==> src/rtl/timer.sv <==
// Memory-mapped RISC-V machine timer: 64-bit mtime/mtimecmp, level irq, atomic LO/HI read via shadow.
// Optional prescaler enabled with `define TIMER_PRESCALER_EN.
module timer #(
    parameter int DataWidth     = 32,
    parameter int AddressWidth  = 32,
    parameter int PrescaleWidth = 16
) (
    input  logic                    clk_i,
    input  logic                    rst_ni,
    input  logic                    device_req_i,
    input  logic [AddressWidth-1:0] device_addr_i,
    input  logic                    device_we_i,
    input  logic [3:0]              device_be_i,
    input  logic [DataWidth-1:0]    device_wdata_i,
    output logic                    device_rvalid_o,
    output logic [DataWidth-1:0]    device_rdata_o,
    output logic                    timer_irq_o
);

    localparam logic [2:0] A_MTIME_LO = 3'd0;
    localparam logic [2:0] A_MTIME_HI = 3'd1;
    localparam logic [2:0] A_CMP_LO   = 3'd2;
    localparam logic [2:0] A_CMP_HI   = 3'd3;
    localparam logic [2:0] A_PRESCALE = 3'd4;

    logic [63:0] r_mtime, r_mtimecmp;
    logic [31:0] r_hi_shadow;
    logic        r_rvalid, r_irq;
    logic [31:0] r_rdata;

    logic [2:0]  w_idx;
    logic        w_wr, w_rd, w_tick;
    logic [63:0] w_mtime_nxt;
    logic [31:0] w_rd_mux;
    logic        w_unused_addr;

    function automatic logic [31:0] f_merge(input logic [31:0] old, input logic [31:0] wd,
                                            input logic [3:0] be);
        logic [31:0] res;
        for (int i = 0; i < 4; i++)
            res[i*8 +: 8] = be[i] ? wd[i*8 +: 8] : old[i*8 +: 8];
        return res;
    endfunction

    assign w_idx         = device_addr_i[4:2];
    assign w_wr          = device_req_i & device_we_i;
    assign w_rd          = device_req_i & ~device_we_i;
    assign w_unused_addr = ^{device_addr_i[AddressWidth-1:5], device_addr_i[1:0]};

`ifdef TIMER_PRESCALER_EN
    logic [PrescaleWidth-1:0] r_prescale, r_pcnt;
    logic [PrescaleWidth-1:0] w_prescale_nxt;
    logic                     w_wr_pre;

    assign w_wr_pre = w_wr && (w_idx == A_PRESCALE);
    assign w_tick   = (r_pcnt == r_prescale);

    always_comb begin
        w_prescale_nxt = r_prescale;
        if (w_wr_pre)
            for (int i = 0; i < PrescaleWidth; i++)
                if (device_be_i[i/8]) w_prescale_nxt[i] = device_wdata_i[i];
    end

    // Any PRESCALE write restarts the period so a smaller value takes effect at once.
    always_ff @(posedge clk_i or negedge rst_ni) begin
        if (!rst_ni) begin
            r_prescale <= '0;
            r_pcnt     <= '0;
        end else begin
            r_prescale <= w_prescale_nxt;
            r_pcnt     <= (w_wr_pre || w_tick) ? '0 : r_pcnt + 1'b1;
        end
    end
`else
    logic [PrescaleWidth-1:0] w_unused_prescale;
    assign w_unused_prescale = '0;
    assign w_tick            = 1'b1;
`endif

    // A write to either mtime half suppresses the tick and any carry that cycle.
    always_comb begin
        w_mtime_nxt = r_mtime;
        if (w_wr && w_idx == A_MTIME_LO)
            w_mtime_nxt[31:0] = f_merge(r_mtime[31:0], device_wdata_i, device_be_i);
        else if (w_wr && w_idx == A_MTIME_HI)
            w_mtime_nxt[63:32] = f_merge(r_mtime[63:32], device_wdata_i, device_be_i);
        else if (w_tick)
            w_mtime_nxt = r_mtime + 64'd1;
    end

    always_comb begin
        w_rd_mux = '0;
        case (w_idx)
            A_MTIME_LO: w_rd_mux = r_mtime[31:0];
            A_MTIME_HI: w_rd_mux = r_hi_shadow;
            A_CMP_LO:   w_rd_mux = r_mtimecmp[31:0];
            A_CMP_HI:   w_rd_mux = r_mtimecmp[63:32];
`ifdef TIMER_PRESCALER_EN
            A_PRESCALE: w_rd_mux = 32'(r_prescale);
`endif
            default:    w_rd_mux = '0;
        endcase
    end

    always_ff @(posedge clk_i or negedge rst_ni) begin
        if (!rst_ni) begin
            r_mtime     <= '0;
            r_mtimecmp  <= '1;
            r_hi_shadow <= '0;
            r_rvalid    <= 1'b0;
            r_rdata     <= '0;
            r_irq       <= 1'b0;
        end else begin
            r_mtime  <= w_mtime_nxt;
            r_rvalid <= device_req_i;
            r_rdata  <= w_rd ? w_rd_mux : '0;
            r_irq    <= (r_mtime >= r_mtimecmp);
            if (w_rd && w_idx == A_MTIME_LO) r_hi_shadow <= r_mtime[63:32];
            if (w_wr && w_idx == A_CMP_LO)
                r_mtimecmp[31:0] <= f_merge(r_mtimecmp[31:0], device_wdata_i, device_be_i);
            if (w_wr && w_idx == A_CMP_HI)
                r_mtimecmp[63:32] <= f_merge(r_mtimecmp[63:32], device_wdata_i, device_be_i);
        end
    end

    assign device_rvalid_o = r_rvalid;
    assign device_rdata_o  = r_rdata;
    assign timer_irq_o     = r_irq;

endmodule
==> config.mk <==
export PLATFORM = sky130hd
export DESIGN_NAME = timer
export DESIGN_NICKNAME = d
export VERILOG_FILES = /design/src/rtl/timer.sv
export SDC_FILE = /design/constraint.sdc
export NUM_CORES = 1
export LEC_CHECK = 0
export ABC_AREA = 1
export CAP_MARGIN = 15
export CORE_MARGIN = 2
export CORE_UTILIZATION = 50
export DETAILED_ROUTE_END_ITERATION = 6
export PLACE_DENSITY = 0.72
export SLEW_MARGIN = 20
export SYNTH_ARGS = -nofsm -noshare
export SYNTH_HDL_FRONTEND = slang
export SYNTH_SLANG_ARGS = --single-unit
==> constraint.sdc <==
create_clock -name clk_i -period 1.5 [get_ports clk_i]
set_input_delay 0.3 -clock clk_i [delete_from_list [all_inputs] [get_ports clk_i]]
set_output_delay 0.3 -clock clk_i [all_outputs]
set_load 0.01 [all_outputs]
======== Word level (Yosys, flattened, before mapping) ========
Index checks and enable logic that the tools add are counted.
storage, ports and cells
  register bits after elaboration ......... 194
  input bits .............................. 72
operators by class
  equality and inequality tests ........... 12
  add/sub/neg operators ................... 1
  reduce and logical (&&, ||, !) cells .... 22
  mux-type cells .......................... 9
  bitwise logic cells ..................... 4
  magnitude comparators ................... 1
operator list
  kind                                                                   number
  32-bit two-way mux                                                     4
  32-bit case mux with 4 select lines                                    1
  64-bit by 1-bit adder with 64-bit output, second input constant        1
  64-bit >= comparator                                                   1
  8-bit two-way mux                                                      4
  2-bit AND reduction                                                    16
  2-bit != test, second input constant                                   9
  3-bit by 2-bit equality test with 1-bit output, second input constant  2
  1-bit logical AND                                                      5
  3-bit by 1-bit equality test with 1-bit output, second input constant  1
  3-bit zero test                                                        1
  1-bit bitwise AND                                                      2
  1-bit NOT                                                              2

======== Longest topological paths before layout ========
Gate-level depths: netlist of run 1.
  word-level depth ........................ 4
  mapped depth ............................ 15

======== Least setup slack after synthesis of run 1 ========
No wires, ideal clock.
  kind .................................... register -> register
  from .................................... reg r_mtime[1]
  to ...................................... reg r_mtime[38]
  setup time .............................. 133 ps
  path buffers ............................ 0
  cell stages (with the launch flop) ...... 11
  arrival time ............................ 1503 ps
  path slack .............................. -136 ps
  path through ............................ dfrtp_1 ha_1 inv_1 nor2_4 nand2_1 nor2_1 nand2_1 o21ai_0 nand3_1 nand2_1 o21ai_0
on the way
  word-level cells in the longest chain between the ends .. 2
ends and longest elaborated chain
  item                                      line  text
  start, declared                           26    logic [63:0] r_mtime, r_mtimecmp;
  start signal, assigned                    115   r_mtime <= w_mtime_nxt;
  64-bit by 1-bit adder with 64-bit output  89    w_mtime_nxt = r_mtime + 64'd1;
  32-bit two-way mux                        86    else if (w_wr && w_idx == A_MTIME_HI)
Every way passes these cells.
A chain may end at the register's enable or synchronous reset.

======== Final worst setup path of run 1 ========
  from .................................... reg r_mtime[2]
  to ...................................... reg r_mtime[49]
Same word-level chain as after synthesis.

==> results of run 1 <==
-- power groups by stage --
stage	Sequential, uW	Clock (uW)	Combinational (uW)
2_1_floorplan	7590	0	3980
3_3_place_gp	7730	0	7490
3_5_place_dp	7750	0	7790
4_1_cts	7790	4550	8630
5_1_grt	8090	4780	11000
6_report	8000	4580	10100
-- worst register-to-register path, delay by kind of cell, from the launching register on --
| kind | cells | cell delay, ns |
|---|---|---|
| buffers and inverters | 3 | 0.45 |
| DFF | 1 | 0.48 |
| and+or+nand+nor | 9 | 0.80 |
-- logic make-up after synthesis --
logic type / count (synthesis) / synth area share (%)
mux: 1 / 0.0923
buf+inv: 289 / 9.37
simple gates: 783 / 26.5
fa+ha+maj: 65 / 6.67
compound gates: 354 / 16.1
xor+xnor: 11 / 0.790
flops: 194 / 40.5
-- layout make-up --
cell class	count	area, um2
Sequential cell	194	4970
Clock buffer	18	429
Multi-Input combinational cell	1214	7540
Fill cell	1768	5870
Timing Repair Buffer	418	3840
Inverter	241	925
Clock inverter	14	126
Tap cell	324	405
-- placed cells by master (no fill, tap or decap), types with 26 or more instances in the layout --
master	instances
buf_4	264
nor2_2	34
buf_6	48
a21oi_1	88
nor2_4	47
nand3_1	44
dfrtp_1	98
nand4_1	28
buf_12	28
a221oi_1	31
clkdlybuf4s50_1	36
dfrtp_2	32
inv_1	216
ha_1	54
nand3_2	26
dfstp_2	64
nand2_1	382
nand2_2	82
o21ai_1	58
nor2_1	85
nand2_4	30
dlygate4sd2_1	35
o21ai_0	132
-- final timing paths --
check / start / end / slack (ns) / cells past startpoint
max reg2reg: r_mtime[2] / r_mtime[49] / -0.35 / 12
min in group asynchronous: rst_ni / device_rdata_o[12] / 0.34 / 2
max in group asynchronous: rst_ni / r_mtimecmp[52] / 0.55 / 3
min reg2reg: r_hi_shadow[17] / r_hi_shadow[17] / 0.49 / 2
min: device_req_i / device_rvalid_o / 0.04 / 1
max: r_mtime[2] / r_mtime[49] / -0.35 / 12
-- per-layer routing --
layer	wire, um	share of wire (%)	up-vias
li1	-	-	6305
met2	22200	47	730
met4	2320	4.9	0
met1	19000	40	6617
met3	3990	8.4	171
met5	0	0	-
-- registers in the layout, summed over array words and instances, names as in the netlist --
register	cells
device_rvalid_o	1
r_mtime	64
r_mtimecmp	64
r_hi_shadow	32
device_rdata_o	32
timer_irq_o	1
-- per-stage QoR --
| stage | total power (uW) | cells | worst slack (ns) |
|---|---|---|---|
| after detailed placement | 15500 | 2352 | -0.539 |
| after global routing | 23900 | 2423 | -0.433 |
| final | 22700 | 2423 | -0.346 |
| after CTS | 21000 | 2403 | -0.294 |
| after global placement | 15200 | 2352 | -0.474 |
| after floorplan | 11600 | 1697 | -0.0281 |
-- what timing repair did --
| action | in CTS | in global routing |
|---|---|---|
| endpoints found under the setup margin | 130 | 145 |
| hold endpoints to repair | 17 | 0 |
| buffers inserted | 20 | 33 |
| pin swaps | 35 | 116 |
| hold buffers | 1 | 0 |
| resized for setup | 240 | 304 |
==> results.json, run 1 <==
{
  "crit_path_top_delay_cell": "dfrtp_2",
  "whs_ns": 0.0397,
  "crit_buf_inv": 3,
  "placed_area_um2": 15800,
  "hold_path_class": "in2reg",
  "vias_per_cell": 5.70,
  "grt_remaining_overflow": 0,
  "p_clk_share_pct": 20.2,
  "arrival_ns": 2.18,
  "cts_tree": "built",
  "max_freq_ghz": 0.542,
  "peakVddDrop_mv": 1.04,
  "port_buffers": 76,
  "ys_ff_latch": 194,
  "first_pass_iters": 5,
  "max_stage_delay_ns": 0.48,
  "syn_area_per_cell_um2": 7.19,
  "finish.instance_area_um2": 18200,
  "hpwlAfterDp_um": 34400,
  "p_seq_share_pct": 35.3,
  "use_met3_pct": 6.88,
  "place_congestion": 1.04,
  "min_period_ns": 1.85,
  "violations": "setup timing",
  "skew_ns": 0.0175,
  "cp_max_fo": 6,
  "antenna_found_initial": 0,
  "netlist_area_um2": 12200,
  "swShare_pct": 40.7,
  "finalSetupTns_ns": -12.84,
  "synth_top_area_share_pct": 26.7,
  "synthTopCellsByArea": "dfrtp_1 27%, nand2_1 15%, dfstp_2 14%, o21ai_0 7.8%, inv_1 7.2%",
  "relSlewSlack_pct": 74.6,
  "p_leak_uw": 0.00897,
  "area_delta_synth_final_pct": 49.5,
  "clk_pin_slew_ns": 0.08,
  "grt-busiest-layer": "met2",
  "synthArstFlopShare_pct": 100,
  "switchingPower_uw": 9240,
  "core_um2": 24100,
  "crit_required_ns": 1.84,
  "drt-wirelength-per-cell_um": 19.6,
  "cts_buffers": 17,
  "drive_gt1_share_pct": 37.4,
  "crit_chain": "buf_6 -> nand2_4 -> nor2_4 -> buf_12 -> nand3_4 -> nor2_4 -> buf_6 -> nand3_2 -> nand2_2 -> nand3_2 -> nand2_1 -> nand2_1",
  "ys_types": 39,
  "rsz0062_at_grt": "true",
  "combPwrFrac_pct": 44.5,
  "die_area_um2": 25700,
  "wl_um": 47500,
  "status": "finished, violations left",
  "max-cap-violations": 0,
  "cts_root_buf": "clkbuf_16",
  "vias": 13800,
  "ys_seq_area_share_pct": 40.5,
  "setup-violations-final": 58,
  "antenna_cells": 0,
  "yosysMostFrequentCell": "nand2_1",
  "drc": 0,
  "finalCritPeriodShare_pct": 123,
  "yosys-top-cells-count": "491 x nand2_1, 233 x inv_1, 191 x o21ai_0, 158 x nor2_1, 130 x dfrtp_1",
  "layout_setup_ws_ns": -0.346,
  "ios": 106,
  "cts_buffer_depth": 2,
  "num_rows": 57,
  "syn_inst": 1697,
  "grt_usage_pct": 35.5,
  "grt_start_max_net_pins": 35,
  "utilization_pct": 75.7,
  "grt_pass1_wl_um": 70300,
  "met2_usage_pct": 57.4,
  "first_global_vias": 13300,
  "htreeDepth": 4,
  "maxSlewViolCount": 0,
  "use_met1_pct": 47.0,
  "clkLatencyLatePin_ns": 0.45,
  "dieHeight_um": 160,
  "yosys_warnings": 0,
  "start_util_pct": 50.6,
  "start_kind": "flip-flop",
  "fp.dieW_um": 160,
  "p_per_area_nw_per_um2": 1240,
  "synth_nets": 1834,
  "path_class": "reg2reg",
  "finalHoldViolCount": 0,
  "intPower_uw": 13400,
  "worstMarginPinSlew_ns": 0.380,
  "ys.flop_type": "dfrtp_1",
  "yosys.area.top_type": "dfrtp_1",
  "drt_iter0_drc": 1527,
  "cts_sinks": 194,
  "cp_top_family": "simple AND/OR/NAND/NOR gates",
  "synth_edf_count": 0,
  "end_kind": "flip-flop",
  "nNetsFinal": 2223,
  "antenna_left": 0
}
No activity file was read; power rests on OpenSTA's default activity.
==> run 2: changes to the inputs <==
GPL_ROUTABILITY_DRIVEN = 0   (was unset)
RECOVER_POWER = 25   (was unset)
==> results.json, run 2 (same netlist as run 1, synthesis figures left out) <==
{
  "status": "finished, violations left",
  "violations": "DRC, setup timing",
  "max_stage_delay_ns": 0.45,
  "min_period_ns": 2.08,
  "drt-wirelength-per-cell_um": 20.3,
  "finalSetupTns_ns": -16.77,
  "end_kind": "flip-flop",
  "cts_buffer_depth": 2,
  "die_area_um2": 25700,
  "cts_root_buf": "clkbuf_16",
  "grt_start_max_net_pins": 49,
  "first_pass_iters": 7,
  "core_um2": 24100,
  "crit_chain": "ha_4 -> inv_4 -> nor2_4 -> nand2_4 -> nor2_4 -> nand2_4 -> o21ai_2 -> nand3_1 -> nand2_1 -> o21ai_1",
  "layout_setup_ws_ns": -0.583,
  "first_global_vias": 13100,
  "grt_usage_pct": 33.7,
  "antenna_cells": 0,
  "cts_buffers": 17,
  "combPwrFrac_pct": 43.9,
  "hold_path_class": "in2reg",
  "peakVddDrop_mv": 0.754,
  "switchingPower_uw": 9290,
  "crit_path_top_delay_cell": "dfrtp_1",
  "grt_pass1_wl_um": 67700,
  "vias_per_cell": 5.88,
  "wl_um": 48400,
  "drt_iter0_drc": 1946,
  "dieHeight_um": 160,
  "drc": 62,
  "start_util_pct": 50.6,
  "finalHoldViolCount": 0,
  "seqCellArea_um2": 4970,
  "clkLatencyLatePin_ns": 0.46,
  "maxSlewViolCount": 0,
  "nNetsFinal": 2185,
  "p_clk_share_pct": 20.6,
  "finish.instance_area_um2": 17600,
  "setup-violations-final": 62,
  "arrival_ns": 2.41,
  "cts_sinks": 194,
  "grt_remaining_overflow": 0,
  "fillers": 1717,
  "fp.dieW_um": 160,
  "vias": 14000,
  "finalCritPeriodShare_pct": 139,
  "crit_required_ns": 1.82,
  "antenna_found_initial": 0,
  "drive_gt1_share_pct": 33.6,
  "ios": 106,
  "start_kind": "flip-flop",
  "max-cap-violations": 0,
  "layout_commonest_cell": "nand2_1",
  "relSlewSlack_pct": 48.1,
  "num_rows": 57,
  "p_per_area_nw_per_um2": 1280,
  "intPower_uw": 13200,
  "hpwlAfterDp_um": 31900,
  "rsz0062_at_grt": "true",
  "p_seq_share_pct": 35.6,
  "cp_max_fo": 5,
  "reg.largest.list": "r_mtime x64, r_mtimecmp x64",
  "worstMarginPinSlew_ns": 0.779,
  "path_class": "reg2reg",
  "multi_input_area_um2": 7310,
  "layout_common_cells": "416 x nand2_1, 240 x buf_4, 214 x inv_1",
  "max_freq_ghz": 0.480,
  "htreeDepth": 4,
  "antenna_left": 0,
  "whs_ns": 0.171,
  "port_buffers": 76,
  "clk_pin_slew_ns": 0.08,
  "swShare_pct": 41.3,
  "placed_area_um2": 15500,
  "skew_ns": 0.0180,
  "cts_tree": "built",
  "p_leak_uw": 0.00860,
  "area_delta_synth_final_pct": 44.1
}
[run 2: cell types whose count changed in the layout (fill, tap and decap cells not counted), sizes merged, moves of 2 or more]
cell and change:
clkbuf +4, inv -2, buf -42, clkinv -2, clkinvlp +4
[run 2: worst paths after layout]
kind	start	endpoint	slack [ns]	depth (start not counted)
hold / removal	device_req_i	device_rvalid_o	0.17	1
hold reg to reg	r_hi_shadow[22]	r_hi_shadow[22]	0.49	2
min in group asynchronous	rst_ni	device_rdata_o[13]	0.46	2
setup / recovery	r_mtime[0]	r_mtime[38]	-0.58	10
max in group asynchronous	rst_ni	r_mtime[25]	0.02	3
setup reg to reg	r_mtime[0]	r_mtime[38]	-0.58	10
[run 2: stage by stage]
| stage | power, uW | setup slack, ns | cells | util [%] |
|---|---|---|---|---|
| 2_1_floorplan | 11600 | -0.0281 | 1697 | - |
| 3_3_place_gp | 14900 | -0.472 | 2317 | 64.3 |
| 3_5_place_dp | 15200 | -0.549 | 2317 | 64.3 |
| 4_1_cts | 20400 | -0.324 | 2364 | 68.6 |
| 5_1_grt | 23600 | -0.574 | 2385 | 72.9 |
| 6_report | 22500 | -0.583 | 2385 | 72.9 |
[run 2: per-layer routing]
layer  vias to the layer above  routed length [um]  GRT usage, %
met5                         -                   0             0
met4                         0                3790          15.7
met3                       333                5480          7.51
met2                      1036               21600          54.8
met1                      6436               17600          42.9
li1                       6230                   -             -
[run 2: power by group through the flow]
stage,clock [uW],sequential (uW),combinational [uW]
detailed placement,0,7770,7420
global route,4810,8070,10700
finish,4620,7990,9860
global placement,0,7750,7130
floorplan,0,7590,3980
CTS,4570,7760,8020
[run 2: what timing repair did]
action                                  CTS  global route
pin swaps                                34            79
cloned                                    0             1
endpoints found under the setup margin  132           154
gates resized for setup                 155           291
hold buffers                              1             0
buffers inserted                         17            28
endpoints found under the hold margin    12             0
[run 2: critical path: cells and delay by family, from the launching register on]
family,cells,cell delay [ns]
AOI/OAI and AO/OA,2,0.26
and+or+nand+nor,6,0.96
buffers and inverters,1,0.05
adders and majority gates,1,0.21
DFF,1,0.45
[run 2: final cells by class]
type,instances,share of cell area (%)
tap,324,2.31
inverter,241,5.24
timing repair buffer,379,19.3
sequential,194,28.3
clock buffer,19,2.58
timing repair inverter,1,0.0427
multi-input combinational,1214,41.6
clock inverter,13,0.669
==> run 3: changes to the inputs <==
PLACE_DENSITY = 0.7   (was 0.72)
clock period = 2.1 ns   (was 1.5 ns; I/O delays follow)
==> results.json, run 3 (same netlist as run 1, synthesis figures left out) <==
{
  "vias": 12300,
  "cts_sinks": 194,
  "start_kind": "flip-flop",
  "crit_required_ns": 2.44,
  "grt_start_max_net_pins": 59,
  "intPower_uw": 7940,
  "clk_pin_slew_ns": 0.08,
  "path_class": "reg2reg",
  "drc": 0,
  "cts_buffers": 17,
  "switchingPower_uw": 5200,
  "skew_ns": 0.0105,
  "placedCellCount": 2131,
  "p_seq_share_pct": 43.3,
  "cp_max_fo": 7,
  "cts_buffer_depth": 2,
  "hpwlAfterDp_um": 29800,
  "instances_no_fill": 2164,
  "finalSetupTns_ns": 0,
  "antenna_left": 0,
  "wl_um": 39200,
  "first_global_vias": 11800,
  "max_freq_ghz": 0.494,
  "antenna_found_initial": 0,
  "fin_total_pwr_uw": 13100,
  "reg.largest.list": "r_mtime x64, r_mtimecmp x64",
  "hold_path_startpoint": "r_hi_shadow[19]",
  "cts_tree": "built",
  "p_clk_share_pct": 24.6,
  "htreeDepth": 4,
  "p_per_area_nw_per_um2": 901,
  "peakVddDrop_mv": 0.479,
  "whs_ns": 0.490,
  "cts_root_buf": "clkbuf_16",
  "grt_usage_pct": 31.2,
  "status": "completed",
  "die_area_um2": 25700,
  "grt_remaining_overflow": 0,
  "port_buffers": 76,
  "drt-wirelength-per-cell_um": 18.1,
  "finalCritPeriodShare_pct": 96.3,
  "maxSlewViolCount": 0,
  "grt_pass1_wl_um": 62900,
  "layout_commonest_cell": "nand2_1",
  "drive_gt1_share_pct": 12.0,
  "hold_path_class": "reg2reg",
  "p_leak_uw": 0.00695,
  "ios": 106,
  "vias_per_cell": 5.68,
  "first_pass_iters": 7,
  "rr_worst_depth": 9,
  "fp.dieW_um": 160,
  "worstMarginPinSlew_ns": 0.912,
  "r2r_setup_slack_ns": 0.08,
  "finalHoldViolCount": 0,
  "area_delta_synth_final_pct": 19.6,
  "r2r-end": "r_mtime[47]",
  "rsz0062_at_grt": "false",
  "antenna_cells": 0,
  "drt_iter0_drc": 1443,
  "setup-violations-final": 0,
  "end_kind": "flip-flop",
  "cp-endpoint": "r_mtime[47]",
  "start_util_pct": 50.6,
  "dieHeight_um": 160,
  "rr_startpoint": "r_mtime[2]",
  "fillers": 2281,
  "nNetsFinal": 1964,
  "min_period_ns": 2.02,
  "num_rows": 57,
  "clkLatencyLatePin_ns": 0.45,
  "worstSetupStartpoint": "r_mtime[2]",
  "max-cap-violations": 0,
  "core_um2": 24100,
  "relSlewSlack_pct": 39.2,
  "swShare_pct": 39.6,
  "layout_common_cells": "489 x nand2_1, 233 x inv_1, 191 x o21ai_0",
  "arrival_ns": 2.36,
  "combPwrFrac_pct": 32.1
}
==> run 3: cell count changes in the layout (fill, tap and decap cells not counted), sizes merged <==
cell,previous run,this run
clkdlybuf4s50,37,74
dlymetal6s2s,3,0
inv,245,246
dlygate4sd3,1,2
buf,299,77
clkinvlp,5,3
dlygate4sd2,34,0
clkdlybuf4s25,1,0
clkbuf,23,25
==> run 3: worst min path at each step <==
stage,depth (start not counted),to,slack [ns]
after global routing,2,r_hi_shadow[14],0.51
after global placement,1,device_rdata_o[11],0.45
after CTS,1,device_rvalid_o,0.49
after detailed placement,1,device_rdata_o[11],0.45
final,2,r_hi_shadow[19],0.49
after floorplan,0,device_rdata_o[0],0.12
==> run 3: routing by layer <==
layer	GRT usage, %	part of all wire (%)
met3	5.95	9.8
met1	43.1	41
met4	11.3	3.6
met2	49.3	45
met5	0	0
==> run 3: worst max-delay path, stage by stage (launching register included) <==
cell     delay [ns]
dfrtp_2        0.47
nand3_1        0.16
nor2_1         0.20
nand2_1        0.16
nor2_2         0.29
nand3_1        0.21
nand2_1        0.14
nand2_1        0.14
nand2_1        0.09
o21ai_1        0.06
==> run 3: power by group through the flow <==
stage	clock network [uW]	registers [uW]	logic, uW
floorplan	0	5410	2800
global placement	0	5680	3960
detailed placement	0	5700	4100
CTS	3250	5640	4160
global route	3410	5800	4860
finish	3230	5690	4220
==> run 3: what timing repair did <==
| action | 4_1_cts | 5_1_grt |
|---|---|---|
| setup buffers | 0 | 0 |
| endpoints found under the setup margin | 0 | 24 |
| gates resized for setup | 0 | 11 |
| hold buffers | 1 | 0 |
| hold endpoints to repair | 25 | 0 |
==> run 3: stage by stage <==
step           cell area (um2)  utilization (%)  setup slack (ns)
2_1_floorplan            12200                -             0.464
3_3_place_gp             14000             58.2            0.0452
3_5_place_dp             14000             58.2           -0.0172
4_1_cts                  14600             60.6            0.0522
5_1_grt                  14600             60.5           0.00377
6_report                 14600             60.5            0.0772
==> run 3: layout make-up <==
cell class | instances | area [um2] | area share (%)
Sequential cell | 194 | 4940 | 33.9
Clock inverter | 13 | 120 | 0.824
Timing Repair Buffer | 159 | 1610 | 11.0
Multi-Input combinational cell | 1214 | 6160 | 42.2
Tap cell | 324 | 405 | 2.78
Inverter | 241 | 907 | 6.22
Clock buffer | 19 | 443 | 3.04
